[config.mk]
export PLATFORM = sky130hd
export DESIGN_NAME = multi_threshold_timer
export DESIGN_NICKNAME = d
export VERILOG_FILES = /design/src/rtl/morse_decoder_pkg.sv /design/src/rtl/multi_threshold_timer_prescaler.sv /design/src/rtl/multi_threshold_timer.sv
export SDC_FILE = /design/constraint.sdc
export NUM_CORES = 1
export LEC_CHECK = 0
export ABC_CLOCK_PERIOD_IN_PS = 1800
export BUFFER_PORTS_ARGS = -buffer_cell sky130_fd_sc_hd__buf_2
export CORE_AREA = 2 2 39 41
export CTS_BUF_LIST = sky130_fd_sc_hd__clkbuf_8
export CTS_CLUSTER_DIAMETER = 50
export DETAILED_ROUTE_END_ITERATION = 12
export DIE_AREA = 0 0 41 43
export GPL_TIMING_DRIVEN = 1
export PLACE_DENSITY = 0.67
export SETUP_SLACK_MARGIN = 0.2
export SYNTH_ARGS = -nofsm -noshare
export SYNTH_HDL_FRONTEND = slang
export SYNTH_HIERARCHICAL = 1
export SYNTH_SLANG_ARGS = --single-unit
[constraint.sdc]
create_clock -name clk -period 1.8 [get_ports clk]
set_input_delay 0.09 -clock clk [delete_from_list [all_inputs] [get_ports clk]]
set_output_delay 0.09 -clock clk [all_outputs]
set_load 0.05 [all_outputs]
[src/rtl/morse_decoder_pkg.sv]
// Shared morse_decoder constants, including the interval thresholds served by
// the single multi_threshold_timer instance.
package morse_decoder_pkg;

    localparam int DASH_TICK_COUNT_C           = 3;
    localparam int ILLEGAL_SYMBOL_TICK_COUNT_C = 5;
    localparam int CHAR_TICK_COUNT_C           = 8;
    localparam int WORD_TICK_COUNT_C           = 12;

    localparam int NUM_TIMER_THRESH_C = 4;
    localparam int TIMER_CNT_W_C      = $clog2(WORD_TICK_COUNT_C + 1);

    // Bit positions of expired_o / hit_o, ascending by tick count.
    typedef enum logic [1:0] {
        TIDX_DASH,
        TIDX_ILLEGAL,
        TIDX_CHAR,
        TIDX_WORD
    } timer_idx_e;

    typedef logic [TIMER_CNT_W_C-1:0] tick_cnt_t;

    localparam tick_cnt_t [NUM_TIMER_THRESH_C-1:0] TIMER_THRESH_C = {
        tick_cnt_t'(WORD_TICK_COUNT_C),
        tick_cnt_t'(CHAR_TICK_COUNT_C),
        tick_cnt_t'(ILLEGAL_SYMBOL_TICK_COUNT_C),
        tick_cnt_t'(DASH_TICK_COUNT_C)
    };

endpackage

[src/rtl/multi_threshold_timer_prescaler.sv]
// Divides advance cycles by PRESCALE into counter tick strobes; pure
// pass-through when PRESCALE is 1.
module tick_prescaler #(
    parameter int PRESCALE = 1
) (
    input  logic clk,
    input  logic resetn,
    input  logic clear_i,
    input  logic adv_i,
    output logic tick_o
);

    if (PRESCALE <= 1) begin : g_bypass
        logic unused_ctrl;
        assign unused_ctrl = ^{clk, resetn, clear_i};
        assign tick_o      = adv_i;
    end else begin : g_div
        localparam int PRE_W = $clog2(PRESCALE);
        localparam logic [PRE_W-1:0] PRE_LAST = PRE_W'(PRESCALE - 1);

        logic [PRE_W-1:0] pre_q;
        logic             wrap;

        assign wrap = (pre_q == PRE_LAST);

        // pre_q only moves on adv_i, so a dropped enable keeps partial progress.
        always_ff @(posedge clk or negedge resetn) begin
            if (!resetn) begin
                pre_q <= '0;
            end else if (clear_i) begin
                pre_q <= '0;
            end else if (adv_i) begin
                pre_q <= wrap ? '0 : pre_q + PRE_W'(1);
            end
        end

        assign tick_o = adv_i && wrap;
    end

endmodule

[src/rtl/multi_threshold_timer.sv]
// One shared tick counter with NUM_THRESH ascending compare points, each giving
// an expired level and a registered one-cycle hit pulse; saturates at the last.
module multi_threshold_timer
    import morse_decoder_pkg::*;
#(
    parameter int                         NUM_THRESH = NUM_TIMER_THRESH_C,
    parameter tick_cnt_t [NUM_THRESH-1:0] THRESH     = TIMER_THRESH_C,
    parameter int                         PRESCALE   = 1,
    parameter int                         CNT_WIDTH  = $clog2(int'(THRESH[NUM_THRESH-1]) + 1)
) (
    input  logic                  clk,
    input  logic                  resetn,
    input  logic                  clear_i,
    input  logic                  hold_i,
    input  logic                  en_i,
    output logic [CNT_WIDTH-1:0]  count_o,
    output logic [NUM_THRESH-1:0] expired_o,
    output logic [NUM_THRESH-1:0] hit_o,
    output logic                  sat_o
);

    function automatic bit thresh_ascending();
        bit ok;
        ok = (THRESH[0] != '0);
        for (int k = 1; k < NUM_THRESH; k++) begin
            if (THRESH[k] <= THRESH[k-1]) ok = 1'b0;
        end
        return ok;
    endfunction

    localparam bit THRESH_OK = thresh_ascending();
    localparam int LAST_T    = int'(THRESH[NUM_THRESH-1]);

    if (!THRESH_OK) begin : g_chk_thresh
        $error("multi_threshold_timer: THRESH must be strictly ascending and start at >= 1");
    end
    if (PRESCALE < 1) begin : g_chk_prescale
        $error("multi_threshold_timer: PRESCALE must be >= 1");
    end
    if (CNT_WIDTH < $clog2(LAST_T + 1)) begin : g_chk_width
        $error("multi_threshold_timer: CNT_WIDTH too narrow for largest threshold");
    end

    localparam logic [CNT_WIDTH-1:0] SAT_VAL = CNT_WIDTH'(LAST_T);

    logic [CNT_WIDTH-1:0]  count_q;
    logic [CNT_WIDTH-1:0]  count_nxt;
    logic [NUM_THRESH-1:0] hit_q;
    logic [NUM_THRESH-1:0] hit_nxt;
    logic                  sat;
    logic                  adv;
    logic                  tick;

    assign sat       = (count_q == SAT_VAL);
    assign adv       = !clear_i && !hold_i && en_i && !sat;
    assign count_nxt = count_q + CNT_WIDTH'(1);

    tick_prescaler #(
        .PRESCALE (PRESCALE)
    ) u_prescaler (
        .clk     (clk),
        .resetn  (resetn),
        .clear_i (clear_i),
        .adv_i   (adv),
        .tick_o  (tick)
    );

    for (genvar k = 0; k < NUM_THRESH; k++) begin : g_cmp
        localparam logic [CNT_WIDTH-1:0] T_K = CNT_WIDTH'(THRESH[k]);
        assign expired_o[k] = (count_q >= T_K);
        assign hit_nxt[k]   = tick && (count_nxt == T_K);
    end

    // hit_q is rebuilt every non-clear edge, so hold and idle cycles drop it to 0.
    always_ff @(posedge clk or negedge resetn) begin
        if (!resetn) begin
            count_q <= '0;
            hit_q   <= '0;
        end else if (clear_i) begin
            count_q <= '0;
            hit_q   <= '0;
        end else begin
            if (tick) count_q <= count_nxt;
            hit_q <= hit_nxt;
        end
    end

    assign count_o = count_q;
    assign hit_o   = hit_q;
    assign sat_o   = sat;

endmodule

-- Word-level counts from Yosys, hierarchy flattened
Cells that the tools add are included.
- multiplexer cells: 3
- add/sub/neg operators: 1
- reductions and logical operators: 11
- eq/ne operators: 5
- $lt $le $gt $ge: 4
- div/mod/pow operators: 0
- multiply operators: 0
- bitwise gates (word level): 0
- shift operators: 0
- operator list (cell ; number):
    $eq 4x4->1 const B ; 3
    $mux 4 ; 3
    $ge 4x4->1 const B ; 2
    $logic_and 1x1->1 ; 7
    $add 4x1->4 const B ; 1
    $eq 4x2->1 const B ; 1
    $eq 4x3->1 const B ; 1
    $ge 4x2->1 const B ; 1
    $ge 4x3->1 const B ; 1
    $logic_not 1->1 ; 3
    $reduce_bool 2->1 ; 1
- memories: 0
- latch bits: 0
- bits in registers: 8
- logic and storage cells: 26
- RAM bits: 0
- memory bits (read-only): 0

-- Longest topological paths before layout
Gate-level depths: netlist of the first run.
- depth after elaboration: 6
- gate-level depth with buffers: 8
- mapped depth without buffers: 7

-- Modules after synthesis
The synthesis of the first run kept the hierarchy.
- modules (own cells, without submodules) (module ; instances ; sequential area each (um^2) ; cells each ; area an instance (um^2)):
    multi_threshold_timer ; 1 ; 200.2 ; 46 ; 505.5
    tick_prescaler ; 1 ; 0.0 ; 1 ; 7.5

-- Worst setup path before layout of the first run
OpenSTA, ideal clock, no wires.
- path kind: register to register
- from: register count_q[0] (netlist: count_o[0])
- to: register count_q[3] (netlist: count_o[3])
- clock period less this slack: 2.353 ns
- stages on the path, launching flop included: 9
- data required time: 1.682 ns
- slack: -0.553 ns
- arrival: 2.234 ns
- setup time: 0.118 ns
- buffers on the path: 1
- cells stage by stage: dfrtp_1 inv_1 ha_1 and3_1 nor4b_2 buf_4 nand4_1 xor2_1 nor2_1
- cells in the longest elaborated chain, start to end: 4
- RTL lines (what ; line ; source):
    start: declaration ; multi_threshold_timer.sv:46 ; logic [CNT_WIDTH-1:0] count_q;
    start signal: assignment ; multi_threshold_timer.sv:83 ; if (tick) count_q <= count_nxt;
    $eq 4x4->1 ; multi_threshold_timer.sv:54 ; assign sat = (count_q == SAT_VAL);
    net sat_o ; multi_threshold_timer.sv:19 ; output logic sat_o
    $logic_not 1->1 ; multi_threshold_timer.sv:55 ; assign adv = !clear_i && !hold_i && en_i && !sat;
    $logic_and 1x1->1 ; multi_threshold_timer.sv:55 ;
    net adv ; multi_threshold_timer.sv:51 ; logic adv;
    $reduce_bool 2->1 (no source line) ; n/a ;
The timed path passes the listed nets, and every way through them passes these cells. The select of a mux whose other input is x is not followed.
A chain may end at the register's enable or synchronous reset.

-- Worst setup path after layout of the first run
- from: register count_q[0] (netlist: count_o[0])
- to: output expired_o[0]
- cells in the longest elaborated chain, start to end: 1
- RTL lines (what ; line ; source):
    $ge 4x2->1 ; multi_threshold_timer.sv:70 ; assign expired_o[k] = (count_q >= T_K);
    end: declaration ; multi_threshold_timer.sv:17 ; output logic [NUM_THRESH-1:0] expired_o,
No other way between the ends.

==> impl_metrics.py, run 1 <==
metrics = {
    "logic_synthesis": {
        "yosys_warnings": 6,
        "syn_area_sq_um": 513,
        "synthXorXnorAreaFrac_pct": 11.7,
        "ys_types": 22,
        "synth_top_family_by_area": "simple AND/OR/NAND/NOR gates",
        "synthAdderAreaFrac_pct": 14.6,
        "synthSimpleGateAreaFrac_pct": 24.4,
        "synth_seq_cells": 8,
        "synth_nets": 58,
        "synthCells": 47,
        "synth_compound_area_share_pct": 1.46,
        "synth.area.mux_share_pct": 1.95,
        "syn_area_per_cell_sq_um": 10.9,
        "seq_area_frac_synth_pct": 39.0,
    },
    "global_route": {
        "antenna_found_initial": 0,
        "grt_pass1_vias": 381,
        "grt-ovfl-total": 0,
        "grtUsageTotal_pct": 15.2,
        "grt_pass1_wl_um": 1750,
        "grt_max_degree": 10,
    },
    "timing": {
        "clock.fmax_mhz": 598,
        "relSlewSlack_pct": 83.5,
        "fin_crit_sh_pct": 92.9,
        "setup_ws_ns": 0.128,
        "period_needed_ns": 1.67,
        "rsz0062_at_grt": "yes",
        "slew_viol_final": 0,
        "setup_viol": 0,
        "hold_viol": 0,
        "worst_hold_slack_ns": 0.0980,
        "worstMarginPinSlew_ns": 0.249,
        "skew_ns": 0.00877,
    },
    "min_path": {
        "hp-class": "in2reg",
        "min_path_cells": 2,
    },
    "floorplan": {
        "die-area_sq_um": 1760,
        "fp-row-count": 14,
        "die_w_um": 41,
        "num_io_pins": 18,
        "start_util_pct": 37.1,
        "die_h_um": 43,
        "core_area_sq_um": 1380,
    },
    "placement": {
        "gp_congestion": 0.714,
        "place_ws_ns": 0.118,
        "place_inst": 78,
        "port-buffer-count": 17,
        "dp_hpwl_um": 742,
    },
    "worst_setup_path": {
        "cp.depth": 4,
        "reg2reg_depth": 8,
        "crit_buf_inv": 2,
        "critPathMaxStageDelay_ns": 0.49,
        "cp_max_fo": 3,
        "path_class": "reg2out",
        "startpoint_type": "flip-flop",
        "worstPathCellList": "buf_4 > ha_4 > or3_4 > buf_8",
        "required_ns": 1.71,
        "path_delay_family": "flip-flops",
        "end_kind": "output port",
        "cp.arrival_ns": 1.58,
        "slowest_stage": "dfrtp_4",
    },
    "cts": {
        "clock-sinks": 8,
        "clk_latency_ns": 0.23,
        "root_buffer": "clkbuf_8",
        "h-tree-depth": 1,
        "clk_pin_slew_worst_paths_ns": 0.05,
        "cts_tree": "built",
        "cts_made_buffers": 3,
        "cts_buffer_depth": 2,
    },
    "layout": {
        "layout_common_cells": "buf_2 (15), buf_4 (11), dfrtp_1 (5)",
        "fill_cells": 113,
        "nets": 88,
        "multi_input_area_sq_um": 327,
        "final_common_cell": "buf_2",
        "final_layout_size_suffix_gt1_share_pct": 60.5,
        "area_delta_synth_final_pct": 56.3,
        "antenna_cells": 0,
        "stdcell_count": 92,
        "seq_area_sq_um": 206,
    },
    "routing": {
        "route.detailed.drc": 0,
        "top_layer": "met3",
        "ant_nets": 0,
        "avgViaCountPerCell": 4.40,
        "wl_met2_um": 596,
        "wl_met3_um": 69,
        "met1_length_um": 499,
        "drt-initial-drc-count": 7,
        "drt-pass1-iter-count": 4,
        "wire_per_inst_um": 12.7,
        "drt-total-wl_um": 1170,
        "num_vias": 405,
    },
    "power": {
        "irDropWorstVdd_v": 0.000297,
        "leakage_uw": 0.000435,
        "power_density_nw_per_um2": 579,
    },
    "run_status": {
        "status": "finished, final reports clean",
    },
    "run": {
        "cap_violations": 0,
    },
}
-- worst reg2reg max path, stage by stage (launching register included) --
cell and delay [ns]:
dfrtp_4 0.43, inv_4 0.05, ha_4 0.15, and3_4 0.14
nor4b_2 0.20, buf_4 0.18, nand4_1 0.12, xor2_1 0.15
nor2_1 0.10
-- layer usage --
layer,up-vias,global-route usage (%)
met4,0,4.00
li1,206,-
met1,185,19.8
met3,0,3.14
met5,-,0
met2,14,24.4
-- through the flow --
| step | power [uW] | TNS, ns | utilization (%) | instance area, sq um |
|---|---|---|---|---|
| final | 464 | 0 | 58.0 | 802 |
| after global routing | 478 | 0 | 58.0 | 802 |
| after CTS | 462 | 0 | 55.5 | 768 |
| after detailed placement | 226 | 0 | 45.3 | 627 |
| after global placement | 226 | 0 | 45.3 | 627 |
| after floorplan | 211 | -0.0240 | - | 534 |
-- cell families (layout without fill, tap and decap cells) --
| kind of cell | count (synthesis) | after routing |
|---|---|---|
| AND/OR/NAND/NOR | 19 | 19 |
| flip-flops | 8 | 8 |
| adder cells (fa/ha/maj) | 6 | 6 |
| XOR/XNOR | 6 | 6 |
| buffers and inverters | 6 | 35 |
| AO/OA/AOI/OAI | 1 | 1 |
| multiplexers | 1 | 1 |
-- sequential cells by signal, summed over array words and instances (netlist names) --
register / count
count_o: 4
hit_o: 4
-- Yosys cell counts --
| master | number | share of area, % |
|---|---|---|
| xor2_2 | 1 | 3.2 |
| buf_4 | 1 | 1.5 |
| inv_1 | 2 | 1.5 |
| and2_1 | 1 | 1.2 |
| nand2_1 | 1 | 0.73 |
| xor2_1 | 3 | 5.1 |
| nor2b_4 | 1 | 2.7 |
| mux2i_1 | 1 | 2.0 |
| and3_1 | 5 | 6.1 |
| ha_1 | 6 | 15 |
| nor4b_2 | 1 | 2.9 |
| nand2b_1 | 2 | 2.4 |
| buf_2 | 1 | 0.97 |
| clkbuf_1 | 1 | 0.73 |
| xnor2_1 | 2 | 3.4 |
| nor2_1 | 5 | 3.7 |
| buf_6 | 1 | 2.2 |
| dfrtp_1 | 8 | 39 |
| nand3_2 | 1 | 2.0 |
| nand4_1 | 1 | 1.2 |
| or3_2 | 1 | 1.5 |
| a21o_1 | 1 | 1.5 |
-- power by group --
group | total, uW | switching (uW) | internal [uW]
logic | 54.0 | 28.8 | 25.3
registers | 185 | 2.17 | 183
clock network | 225 | 76.7 | 148
-- final timing paths --
| path | startpoint | to | slack [ns] |
|---|---|---|---|
| worst max-delay path | count_o[0]$_DFFE_PN0P_ | expired_o[0] | 0.13 |
| worst min register to register | count_o[1]$_DFFE_PN0P_ | count_o[1]$_DFFE_PN0P_ | 0.69 |
| max in group asynchronous | resetn | count_o[1]$_DFFE_PN0P_ | 1.37 |
| worst min-delay path | clear_i | count_o[3]$_DFFE_PN0P_ | 0.1 |
| min in group asynchronous | resetn | count_o[2]$_DFFE_PN0P_ | 0.23 |
| worst max register to register | count_o[0]$_DFFE_PN0P_ | count_o[3]$_DFFE_PN0P_ | 0.20 |
-- timing repair --
action / in CTS / in global routing
gates resized for setup: 8 / 5
hold endpoints to repair: 8 / 0
setup buffers: 7 / 2
cloned: 0 / 0
endpoints found under the setup margin: 8 / 10
hold buffers: 1 / 0
pin swaps: 4 / 4
-- cell type report --
type | instances | area share, %
clock inverter | 1 | 0.468
multi-input combinational | 33 | 40.7
inverter | 2 | 1.25
timing repair buffer | 29 | 24.2
sequential | 8 | 25.7
clock buffer | 3 | 5.15
tap | 16 | 2.50
No activity file was read; power rests on OpenSTA's default activity.
==> run 2, diff against run 1 <==
- ABC_CLOCK_PERIOD_IN_PS: 1800 -> 1540
- PLACE_DENSITY: 0.67 -> default
- clock period: 1.8 -> 1.54 ns (I/O delays scaled with it)
==> impl_metrics.py, run 2 (synthesis gave the netlist of run 1 again) <==
metrics = {
    "routing": {
        "route.detailed.drc": 0,
        "drt-total-wl_um": 1280,
        "num_vias": 420,
        "ant_nets": 0,
        "drt-initial-drc-count": 4,
        "avgViaCountPerCell": 4.42,
        "drt-pass1-iter-count": 4,
        "wire_per_inst_um": 13.4,
    },
    "run_status": {
        "violations": "setup timing",
        "status": "complete, but fails checks",
    },
    "layout": {
        "finish.utilization_pct": 64.2,
        "layout_common_cells": "buf_2 (14), buf_4 (10), dfrtp_1 (5), nor2_1 (4), buf_6 (4)",
        "nets": 91,
        "stdcell_count": 95,
        "area_delta_synth_final_pct": 73.2,
        "final_common_cell": "buf_2",
        "antenna_cells": 0,
        "final_layout_size_suffix_gt1_share_pct": 69.6,
    },
    "worst_setup_path": {
        "required_ns": 1.69,
        "r2r_end": "count_o[3]$_DFFE_PN0P_",
        "cp_max_fo": 5,
        "worstPathCellList": "inv_4 > ha_4 > and3_4 > nor4b_4 > buf_6 > nand4_1 > xor2_1 > nor2_1",
        "reg2reg_depth": 8,
        "end_kind": "flip-flop",
        "path_delay_family": "simple AND/OR/NAND/NOR gates",
        "cp.depth": 8,
        "crit_buf_inv": 2,
        "slowest_stage": "dfrtp_4",
        "path_class": "reg2reg",
        "startpoint_type": "flip-flop",
        "critPathMaxStageDelay_ns": 0.43,
        "reg2reg_slack_ns": -0.09,
        "endpoint": "count_o[3]$_DFFE_PN0P_",
        "r2r_start": "count_o[0]$_DFFE_PN0P_",
        "cp.arrival_ns": 1.78,
        "crit_start": "count_o[0]$_DFFE_PN0P_",
    },
    "floorplan": {
        "die-area_sq_um": 1760,
        "start_util_pct": 37.1,
        "die_h_um": 43,
        "die_w_um": 41,
        "core_area_sq_um": 1380,
        "fp-row-count": 14,
        "num_io_pins": 18,
    },
    "cts": {
        "clock-sinks": 8,
        "clk_latency_ns": 0.23,
        "root_buffer": "clkbuf_8",
        "cts_made_buffers": 3,
        "cts_tree": "built",
        "h-tree-depth": 1,
        "clk_pin_slew_worst_paths_ns": 0.05,
        "cts_buffer_depth": 2,
    },
    "global_route": {
        "grt_max_degree": 9,
        "antenna_found_initial": 0,
        "grt-ovfl-total": 0,
        "grt_pass1_wl_um": 1810,
        "grtUsageTotal_pct": 15.6,
        "grt_pass1_vias": 431,
    },
    "timing": {
        "hold_viol": 0,
        "tns_ns": -0.398,
        "setup_ws_ns": -0.0889,
        "clock.fmax_mhz": 614,
        "relSlewSlack_pct": 83.6,
        "worstMarginPinSlew_ns": 0.248,
        "rsz0062_at_grt": "yes",
        "fin_crit_sh_pct": 106,
        "slew_viol_final": 0,
        "worst_hold_slack_ns": 0.124,
        "setup_viol": 9,
        "period_needed_ns": 1.63,
        "skew_ns": 0.00791,
    },
    "placement": {
        "place_inst": 84,
        "place_ws_ns": -0.0718,
        "port-buffer-count": 17,
        "gp_congestion": 0.706,
    },
    "run": {
        "cap_violations": 0,
    },
    "min_path": {
        "hp-start": "clear_i",
        "hp-class": "in2reg",
        "min_path_cells": 2,
    },
    "power": {
        "irDropWorstVdd_v": 0.000617,
        "power_density_nw_per_um2": 629,
        "leakage_uw": 0.000456,
    },
}
==> run 2: worst min-delay path by stage <==
| stage | endpoint | slack [ns] |
|---|---|---|
| 6_report | count_o[2]$_DFFE_PN0P_ | 0.12 |
| 5_1_grt | count_o[2]$_DFFE_PN0P_ | 0.12 |
| 4_1_cts | count_o[0]$_DFFE_PN0P_ | 0.11 |
| 3_5_place_dp | hit_o[3]$_DFF_PN0_ | -0.07 |
| 3_3_place_gp | hit_o[3]$_DFF_PN0_ | -0.07 |
| 2_1_floorplan | count_o[1]$_DFFE_PN0P_ | -0.22 |
==> run 2: what timing repair did <==
action,CTS,global route
setup endpoints to repair,11,11
pin swaps,5,6
resized for setup,17,9
hold buffers,1,0
hold endpoints to repair,8,0
cloned,0,0
buffers inserted,2,4
==> run 2: cell type report <==
cell class              count  area (sq um)
fillers                   112           495
repair buffers             32           245
well taps                  16          20.0
multi-input cells          33           362
clock buffers               3          41.3
inverters                   2          10.0
clock inverters             1          3.75
flip-flops and latches      8           206
==> run 2: power breakdown <==
part	internal, uW	switching [uW]
clock	173	85.6
sequential	214	2.38
combinational	42.0	41.6
==> run 2: routing by layer <==
metal	wire length (um)	vias to the layer above	share of wire (%)	track usage (%)
met1	500	188	39	19.2
met5	0	-	0	0
met2	681	15	53	24.4
met4	40	0	3.1	6.00
met3	55	4	4.3	4.71
li1	-	213	-	-
==> run 2: worst reg2reg max path: cells and delay by family (launching register included) <==
kind / cells / cell delay [ns]
DFF: 1 / 0.43
and+or+nand+nor: 4 / 0.57
adders and majority gates: 1 / 0.16
xor gates and xnor gates: 1 / 0.17
buffers and inverters: 2 / 0.22
==> run 2: metrics by stage <==
step	total power, uW	instance area, sq um
final	558	888
after global routing	581	888
after CTS	542	811
after detailed placement	271	673
after global placement	270	673
after floorplan	247	536
==> run 3, diff against run 2 <==
- PLACE_DENSITY: default -> 0.66
- SYNTH_HIERARCHICAL: 1 -> default
==> impl_metrics.py, run 3 <==
metrics = {
    "worst_setup_path": {
        "required_ns": 1.46,
        "reg2reg_slack_ns": 0.16,
        "reg2reg_depth": 5,
        "cp.arrival_ns": 1.38,
        "r2r_start": "count_o[0]$_DFFE_PN0P_",
        "crit_start": "count_o[0]$_DFFE_PN0P_",
        "cp_max_fo": 5,
        "startpoint_type": "flip-flop",
        "end_kind": "output port",
        "path_class": "reg2out",
        "r2r_end": "hit_o[1]$_DFF_PN0_",
    },
    "cts": {
        "clk_latency_ns": 0.23,
        "clock-sinks": 8,
        "root_buffer": "clkbuf_8",
        "cts_buffer_depth": 2,
        "cts_tree": "built",
        "h-tree-depth": 1,
        "cts_made_buffers": 3,
        "clk_pin_slew_worst_paths_ns": 0.05,
    },
    "power": {
        "leakage_uw": 0.000420,
        "irDropWorstVdd_v": 0.000388,
        "power_density_nw_per_um2": 646,
        "power_uw": 609,
    },
    "run_status": {
        "status": "finished, final reports clean",
    },
    "logic_synthesis": {
        "synth_top_area_cell": "dfrtp_1",
        "syn_area_per_cell_sq_um": 10.2,
        "synth-async-reset-ratio_pct": 100,
        "synthMostInstantiatedCell": "dfrtp_1",
        "synth_commonest_cells": "dfrtp_1 (8), ha_1 (6), inv_1 (5)",
        "synth_area_leaders": "dfrtp_1 (38%), ha_1 (14%), inv_1 (3.5%)",
        "synth_flop_cell": "dfrtp_1",
        "ys_types": 24,
        "yosys_warnings": 0,
        "synth_nets": 63,
        "synth-edff-count": 0,
        "syn_area_sq_um": 529,
        "yosysTopAreaCellShare_pct": 37.8,
        "synth_seq_cells": 8,
        "seq_area_frac_synth_pct": 37.8,
        "synthCells": 52,
    },
    "floorplan": {
        "die_h_um": 43,
        "fp-row-count": 14,
        "start_util_pct": 38.2,
        "die_w_um": 41,
        "die-area_sq_um": 1760,
        "num_io_pins": 18,
        "core_area_sq_um": 1380,
    },
    "placement": {
        "gp_congestion": 0.718,
        "dp_hpwl_um": 818,
        "place_ws_ns": 0.200,
        "port-buffer-count": 17,
        "placed_area_sq_um": 656,
    },
    "layout": {
        "antenna_cells": 0,
        "area_delta_synth_final_pct": 78.3,
        "final_cell_area_sq_um": 943,
        "layout_common_cells": "buf_2 (14), buf_4 (10), dfrtp_2 (4), dfrtp_1 (4)",
        "finish.utilization_pct": 68.2,
        "fill_cells": 104,
        "final_layout_size_suffix_gt1_share_pct": 72.0,
        "final_common_cell": "buf_2",
        "nets": 94,
    },
    "global_route": {
        "grt_pass1_wl_um": 2200,
        "grt_pass1_vias": 494,
        "grt-ovfl-total": 0,
        "antenna_found_initial": 0,
        "grtUsageTotal_pct": 19.3,
        "grt_max_degree": 11,
    },
    "timing": {
        "skew_ns": 0.00962,
        "rsz0062_at_grt": "yes",
        "slew_viol_final": 0,
        "setup_ws_ns": 0.0863,
        "worstMarginPinSlew_ns": 0.372,
        "fin_crit_sh_pct": 94.4,
        "relSlewSlack_pct": 75.2,
        "tns_ns": 0,
        "setup_viol": 0,
        "clock.fmax_mhz": 688,
        "period_needed_ns": 1.45,
        "hold_viol": 0,
    },
    "routing": {
        "drt-pass1-iter-count": 4,
        "ant_nets": 0,
        "route.detailed.drc": 0,
        "wire_per_inst_um": 16.5,
        "drt-total-wl_um": 1620,
        "num_vias": 503,
        "drt-initial-drc-count": 8,
        "avgViaCountPerCell": 5.13,
    },
    "min_path": {
        "hp-start": "clear_i",
        "min_path_cells": 2,
        "min_to": "count_o[0]$_DFFE_PN0P_",
        "hp-class": "in2reg",
    },
    "run": {
        "cap_violations": 0,
    },
}
-- run 3: metal layers --
layer	part of all wire (%)	GRT usage, %	wire length (um)
met2	57	31.9	922
met3	4.8	5.24	77
met5	0	0	0
met1	38	22.8	620
met4	0	6.00	0
-- run 3: how the worst max path moves through the flow --
stage	to	slack, ns
2_1_floorplan	count_o[0]$_DFFE_PN0P_	-0.07
3_3_place_gp	expired_o[0]	0.21
3_5_place_dp	expired_o[0]	0.20
4_1_cts	expired_o[0]	0.09
5_1_grt	expired_o[0]	0.05
6_report	expired_o[0]	0.09
-- run 3: metrics by stage --
stage / std cells / hold slack, ns
CTS: 97 / 0.0970
global placement: 82 / -0.0734
finish: 98 / 0.115
global route: 98 / 0.116
detailed placement: 82 / -0.0699
floorplan: 52 / -0.219
-- run 3: report_power, final --
group | internal (uW) | total, uW | switching [uW]
clock | 173 | 257 | 84.4
combinational | 50.8 | 124 | 73.7
sequential | 215 | 227 | 12.5
total | 439 | 609 | 171
-- run 3: logic make-up after synthesis --
logic type                 count (synthesis)  synth area share [%]
DFF                                        8                  37.8
adders and majority gates                  6                  14.2
xor gates and xnor gates                   4                  6.62
AOI/OAI and AO/OA                          7                  7.80
muxes                                      1                  1.89
buffers and inverters                      8                  7.33
and+or+nand+nor                           18                  24.4
-- run 3: critical path, stage by stage (launching register included) --
cell and delay, ns:
dfrtp_2 0.47, ha_4 0.18, or3_4 0.33, buf_8 0.16
-- run 3: area by class of cell --
| class | count | area (sq um) | area share (%) |
|---|---|---|---|
| multi-input cells | 36 | 434 | 46.0 |
| repair buffers | 29 | 211 | 22.4 |
| inverters | 5 | 27.5 | 2.92 |
| well taps | 16 | 20.0 | 2.12 |
| clock inverters | 1 | 3.75 | 0.398 |
| clock buffers | 3 | 41.3 | 4.38 |
| flip-flops and latches | 8 | 205 | 21.8 |
-- run 3: repair_timing --
action,in CTS,in global routing
setup endpoints to repair,4,11
endpoints found under the hold margin,8,0
hold buffers,1,0
pin swaps,3,3
buffers inserted,10,1
gates resized for setup,16,15
